### config.mk
export PLATFORM = sky130hd
export DESIGN_NAME = avalon_vga_pixel_master
export DESIGN_NICKNAME = d
export VERILOG_FILES = /design/src/rtl/avalon_vga_pixel_master.sv
export SDC_FILE = /design/constraint.sdc
export NUM_CORES = 1
export LEC_CHECK = 0
export ABC_CLOCK_PERIOD_IN_PS = 3100
export CORE_UTILIZATION = 27
export DETAILED_ROUTE_END_ITERATION = 8
export SLEW_MARGIN = 20
export SYNTH_ARGS = -nofsm -noshare
export SYNTH_HDL_FRONTEND = slang
export SYNTH_SLANG_ARGS = --single-unit
export TNS_END_PERCENT = 10
### constraint.sdc
create_clock -name CLK -period 3.1 [get_ports CLK]
set_clock_uncertainty 0.15 [all_clocks]
set_input_delay 0.775 -clock CLK [delete_from_list [all_inputs] [get_ports CLK]]
set_output_delay 0.775 -clock CLK [all_outputs]
set_load 0.01 [all_outputs]
### src/rtl/avalon_vga_pixel_master.sv
// Avalon-MM master that polls DrawX/DrawY from the VGA register slave, fetches a colour
// for that coordinate over a request/ack port and writes it back as Red, Green, Blue.
module avalon_vga_pixel_master #(
   parameter int TIMEOUT  = 64,
   parameter bit SKIP_DUP = 1'b1
) (
   input  logic        CLK,
   input  logic        RESET_N,
   input  logic        ENABLE,
   output logic        AVM_CS,
   output logic        AVM_READ,
   output logic        AVM_WRITE,
   output logic [2:0]  AVM_ADDR,
   output logic [3:0]  AVM_BYTE_EN,
   output logic [31:0] AVM_WRITEDATA,
   input  logic [31:0] AVM_READDATA,
   input  logic        AVM_WAITREQUEST,
   input  logic        AVM_READDATAVALID,
   output logic        PIX_REQ,
   output logic [9:0]  PIX_X,
   output logic [9:0]  PIX_Y,
   input  logic        PIX_ACK,
   input  logic [23:0] PIX_RGB,
   output logic        BUSY,
   output logic [7:0]  ERR_COUNT
);

   localparam int TW = $clog2(TIMEOUT + 1);

   typedef enum logic [3:0] {
      IDLE, RD_X, WT_X, RD_Y, WT_Y, CMP, FETCH, WR_R, WR_G, WR_B
   } state_t;

   typedef struct packed {
      logic        cs;
      logic        read;
      logic        write;
      logic        req;
      logic [2:0]  addr;
      logic [31:0] wdata;
   } cmd_t;

   // Command presented on entry to a state; all-zero for states that issue nothing.
   function automatic cmd_t cmd_of(state_t s, logic [23:0] rgb);
      cmd_t c;
      c = '0;
      case (s)
         RD_X:    begin c.cs = 1'b1; c.read = 1'b1;  c.addr = 3'd3; end
         RD_Y:    begin c.cs = 1'b1; c.read = 1'b1;  c.addr = 3'd4; end
         FETCH:   c.req = 1'b1;
         WR_R:    begin c.cs = 1'b1; c.write = 1'b1; c.addr = 3'd0; c.wdata = {24'h0, rgb[7:0]};   end
         WR_G:    begin c.cs = 1'b1; c.write = 1'b1; c.addr = 3'd1; c.wdata = {24'h0, rgb[15:8]};  end
         WR_B:    begin c.cs = 1'b1; c.write = 1'b1; c.addr = 3'd2; c.wdata = {24'h0, rgb[23:16]}; end
         default: c = '0;
      endcase
      return c;
   endfunction

   state_t        state_q, state_d;
   cmd_t          cmd_q, cmd_d;
   logic          done_q, done_d;
   logic          got_q, got_d;
   logic [TW-1:0] timer_q, timer_d;
   logic [9:0]    x_q, x_d, y_q, y_d;
   logic [9:0]    last_x_q, last_x_d, last_y_q, last_y_d;
   logic          last_vld_q, last_vld_d;
   logic [23:0]   rgb_q, rgb_d;
   logic [7:0]    err_q, err_d;
   logic          accept;
   state_t        restart;
   logic          unused_rd_hi;

   assign unused_rd_hi = ^AVM_READDATA[31:10];
   assign accept  = (cmd_q.cs && !AVM_WAITREQUEST) || (cmd_q.req && PIX_ACK);
   assign restart = ENABLE ? RD_X : IDLE;

   always_comb begin
      // NOTE: every variable gets its hold value first so no path through the case infers a latch.
      state_d    = state_q;
      done_d     = done_q;
      got_d      = got_q;
      timer_d    = timer_q;
      x_d        = x_q;
      y_d        = y_q;
      last_x_d   = last_x_q;
      last_y_d   = last_y_q;
      last_vld_d = last_vld_q;
      rgb_d      = rgb_q;
      err_d      = err_q;
      case (state_q)
         IDLE: if (ENABLE) state_d = RD_X;
         RD_X, RD_Y: if (accept) begin
            timer_d = '0;
            got_d   = AVM_READDATAVALID;
            if (AVM_READDATAVALID && state_q == RD_X) x_d = AVM_READDATA[9:0];
            if (AVM_READDATAVALID && state_q == RD_Y) y_d = AVM_READDATA[9:0];
            state_d = (state_q == RD_X) ? WT_X : WT_Y;
         end
         WT_X, WT_Y: begin
            if (got_q || AVM_READDATAVALID) begin
               got_d = 1'b0;
               if (!got_q && state_q == WT_X) x_d = AVM_READDATA[9:0];
               if (!got_q && state_q == WT_Y) y_d = AVM_READDATA[9:0];
               state_d = (state_q == WT_X) ? RD_Y : CMP;
            end else if (timer_q == TW'(TIMEOUT - 1)) begin
               timer_d = '0;
               if (err_q != 8'hFF) err_d = err_q + 8'd1;
               state_d = restart;
            end else begin
               timer_d = timer_q + 1'b1;
            end
         end
         CMP: begin
            if (SKIP_DUP && last_vld_q && x_q == last_x_q && y_q == last_y_q) state_d = restart;
            else state_d = FETCH;
         end
         FETCH, WR_R, WR_G, WR_B: begin
            // done_q marks the idle cycle after acceptance, before the next command goes out.
            if (done_q) begin
               done_d = 1'b0;
               case (state_q)
                  FETCH:   state_d = WR_R;
                  WR_R:    state_d = WR_G;
                  WR_G:    state_d = WR_B;
                  default: state_d = restart;
               endcase
            end else if (accept) begin
               done_d = 1'b1;
               if (state_q == FETCH) rgb_d = PIX_RGB;
               if (state_q == WR_B) begin
                  last_x_d   = x_q;
                  last_y_d   = y_q;
                  last_vld_d = 1'b1;
               end
            end
         end
         default: state_d = IDLE;
      endcase

      cmd_d = cmd_q;
      if (state_d != state_q) cmd_d = cmd_of(state_d, rgb_d);
      else if (accept)        cmd_d = '0;
   end

   // NOTE: sequential state uses non-blocking assignments so all registers update from pre-edge values.
   always_ff @(posedge CLK or negedge RESET_N) begin
      if (!RESET_N) begin
         state_q    <= IDLE;
         cmd_q      <= '0;
         done_q     <= 1'b0;
         got_q      <= 1'b0;
         timer_q    <= '0;
         x_q        <= '0;
         y_q        <= '0;
         last_x_q   <= '0;
         last_y_q   <= '0;
         last_vld_q <= 1'b0;
         rgb_q      <= '0;
         err_q      <= '0;
      end else begin
         state_q    <= state_d;
         cmd_q      <= cmd_d;
         done_q     <= done_d;
         got_q      <= got_d;
         timer_q    <= timer_d;
         x_q        <= x_d;
         y_q        <= y_d;
         last_x_q   <= last_x_d;
         last_y_q   <= last_y_d;
         last_vld_q <= last_vld_d;
         rgb_q      <= rgb_d;
         err_q      <= err_d;
      end
   end

   assign AVM_CS        = cmd_q.cs;
   assign AVM_READ      = cmd_q.read;
   assign AVM_WRITE     = cmd_q.write;
   assign AVM_ADDR      = cmd_q.addr;
   assign AVM_BYTE_EN   = {4{cmd_q.cs}};
   assign AVM_WRITEDATA = cmd_q.wdata;
   assign PIX_REQ       = cmd_q.req;
   assign PIX_X         = x_q;
   assign PIX_Y         = y_q;
   assign BUSY          = (state_q != IDLE);
   assign ERR_COUNT     = err_q;

endmodule

==> impl_metrics.toml <==
[drt]
drt_pass1_iterations = 4
ant_nets = 0
drtIter0Drc = 123
vias = 3602
routed_via_density = 4.67
wl_per_cell_um = 15.3
finalWirelength_um = 11800
drc = 0

[finish]
fin_util_pct = 36.0
areaGrowthSynthToFinish_pct = 28.7
nets = 601
diodes = 0
drive_above_1_share_pct = 22.3

[global_routing]
grt_pass1_wl_um = 19500
grt_util_all_layers_pct = 12.6
grt_max_degree = 54
grt_pass1_vias = 3695
overflow = 0
antenna_found_initial = 0

[logic_synthesis]
synthTopCellsByCount = "dfrtp_1, mux2_2, buf_4, nand2_1, xnor2_1"
ys_types = 60
post-synth-top-area-cell = "dfrtp_1"
synth-edff-count = 0
async_flop_share_pct = 100
yosys-top-cells-area = "dfrtp_1, mux2_2, buf_4"
syn_area_sq_um = 5120
yosysWarnings = 0
netlist_instances = 435
yosysMostFrequentCell = "dfrtp_1"
synth_ff_type = "dfrtp_1"
ys_seq_elements = 101
avgSynthCellArea_sq_um = 11.8
synth-seq-area-share_pct = 49.4
yosysTopAreaCellShare_pct = 49.4

[setup_path]
crit_path_start = "AVM_WAITREQUEST"
endpoint = "AVM_WRITEDATA[0]"
r2r_start = "state_q[3]"
cp-end-kind = "flip-flop"
reg2reg_depth = 9
crit_fanout = 22
critical_path_arrival_ns = 2.99
rr_endpoint = "AVM_WRITEDATA[0]"
reg2reg_slack_ns = 0.41
crit_slowest_cell = "clkdlybuf4s50_1"
crit_buf_inv = 2
critPathLaunchType = "input pin"
max_stage_delay_ns = 0.39
path_cells = "clkdlybuf4s50_1 -> nand2b_1 -> and2_1 -> nor4_4 -> buf_12 -> mux2_1 -> nand3b_1 -> a32oi_1 -> mux2i_1"
worstPathRequired_ns = 3.18
crit_family = "simple AND/OR/NAND/NOR gates"
path_depth = 9
crit_type = "input pin to flip-flop"

[clock_network]
cts_tree = "built"
post_cts_buffers = 0
cts_buffers = 9
clkLatencyLatePin_ns = 0.35
cts.reportedPaths.clkPinSlew_ns = 0.07
cts_resized = 0
cts.sinks = 101
root_buffer = "clkbuf_16"
clock_path_buffers = 2
holdBufCountCts = 0
htreeDepth = 3

[die]
fp.dieH_um = 140
io_pins = 134
start_util_pct = 28.0
die_w_um = 140
core_region_area_sq_um = 18300
fp-row-count = 49
dieArea_sq_um = 19500

[power_and_ir_drop]
peakVddDrop_uv = 438
power_density_nw_per_um2 = 961
power_leakage_uw = 0.00297

[timing]
period_needed_ns = 2.92
finalHoldViolCount = 0
grt_setup_unrepaired = "false"
fin_crit_sh_pct = 94.0
tightest_slew_ns = 0.689
maxSlewViolCount = 0
slew_headroom_pct = 54.1
fmax_ghz = 0.343
setup_violations = 0
setup_slack_ns = 0.184

[place]
place_ws_ns = -0.176
place_hpwl_um = 8500
port_buffers = 87
place_congestion = 0.833

[worst_hold_path]
hold_class = "input pin to async pin"

[outcome]
status = "finished, final reports clean"

[flow_run]
max_cap_violations = 0
==> stage by stage <==
step / hold WS [ns] / total power (uW) / instance area [sq um] / TNS [ns] / instances
after CTS: 0.340 / 6400 / 6580 / 0 / 771
final: 0.311 / 6320 / 6580 / 0 / 771
after global routing: 0.361 / 6760 / 6580 / 0 / 771
after detailed placement: 0.310 / 5150 / 6260 / -2.42 / 755
after global placement: 0.293 / 5070 / 6260 / -1.67 / 755
after floorplan: 0.280 / 4180 / 5200 / 0 / 458
==> cell families after synthesis <==
logic type | synth area share (%)
XOR/XNOR | 5.14
flip-flops | 49.4
buffers and inverters | 7.07
AO/OA/AOI/OAI | 8.34
multiplexers | 17.0
other | 0.0733
adder cells (fa/ha/maj) | 0.489
AND/OR/NAND/NOR | 12.4
==> area by class of cell <==
class | instances | area [sq um]
Inverter | 4 | 15.0
Sequential cell | 101 | 2530
Fill cell | 1792 | 11700
Timing Repair Buffer | 117 | 1120
Tap cell | 229 | 287
Clock inverter | 7 | 96.3
Clock buffer | 9 | 225
Multi-Input combinational cell | 304 | 2310
==> worst min path at each step <==
stage,start,to,cells after the start
floorplan,last_vld_q,last_vld_q,1
global placement,last_vld_q,last_vld_q,1
detailed placement,last_vld_q,last_vld_q,1
CTS,RESET_N,AVM_CS,1
global route,RESET_N,AVM_CS,1
finish,RESET_N,PIX_REQ,1
==> worst reg2reg max path: cells and delay by family (launching register included) <==
kind                   cells  cell delay [ns]
flip-flops                 1             0.67
multiplexers               1             0.10
buffers and inverters      2             0.43
AO/OA/AOI/OAI              5             0.87
AND/OR/NAND/NOR            1             0.34
==> power breakdown <==
| group | leakage [uW] | switching (uW) | internal (uW) |
|---|---|---|---|
| Clock | 0.000160 | 507 | 712 |
| Sequential | 0.00134 | 420 | 1810 |
| Combinational | 0.00147 | 1300 | 1570 |
| Total | 0.00297 | 2230 | 4090 |
==> cells in the final DEF, fill, tap and decap left out, types with 3 or more instances in the layout <==
master           Yosys  layout
dfrtp_1            101     101
clkdlybuf4s50_1      0      86
mux2_2              62      62
nand2_1             31      31
buf_4               32      29
conb_1               1      24
xnor2_1             18      18
mux2i_1             14      14
nor2_1              12      12
xor2_1              12      12
a21oi_1             12      12
nand3b_1             9       9
nand4_1              9       9
nand3_1              9       9
clkbuf_16            0       9
o21ai_0              8       8
a21o_1               8       8
a32oi_1              8       8
nand2b_1             7       7
and2_1               5       5
and3_1               5       5
inv_1                4       4
mux2_1               3       3
nor2b_1              3       3
==> state kept, by name, indices dropped and copies added, names as in the netlist, 3 cells and up <==
| register | cells |
|---|---|
| rgb_q | 24 |
| PIX_X | 10 |
| PIX_Y | 10 |
| last_x_q | 10 |
| last_y_q | 10 |
| AVM_WRITEDATA | 8 |
| ERR_COUNT | 8 |
| timer_q | 7 |
| state_q | 4 |
| AVM_ADDR | 3 |
==> routing by layer <==
| metal | share of wire [%] | up-vias | global-route usage, % | routed length (um) |
|---|---|---|---|---|
| met5 | 0 | - | 0 | 0 |
| met4 | 2.1 | 0 | 5.15 | 242 |
| met3 | 3.5 | 16 | 2.86 | 417 |
| met2 | 49 | 69 | 20.0 | 5720 |
| met1 | 46 | 1809 | 16.6 | 5390 |
| li1 | - | 1708 | - | - |
No activity file was read; power rests on OpenSTA's default activity.
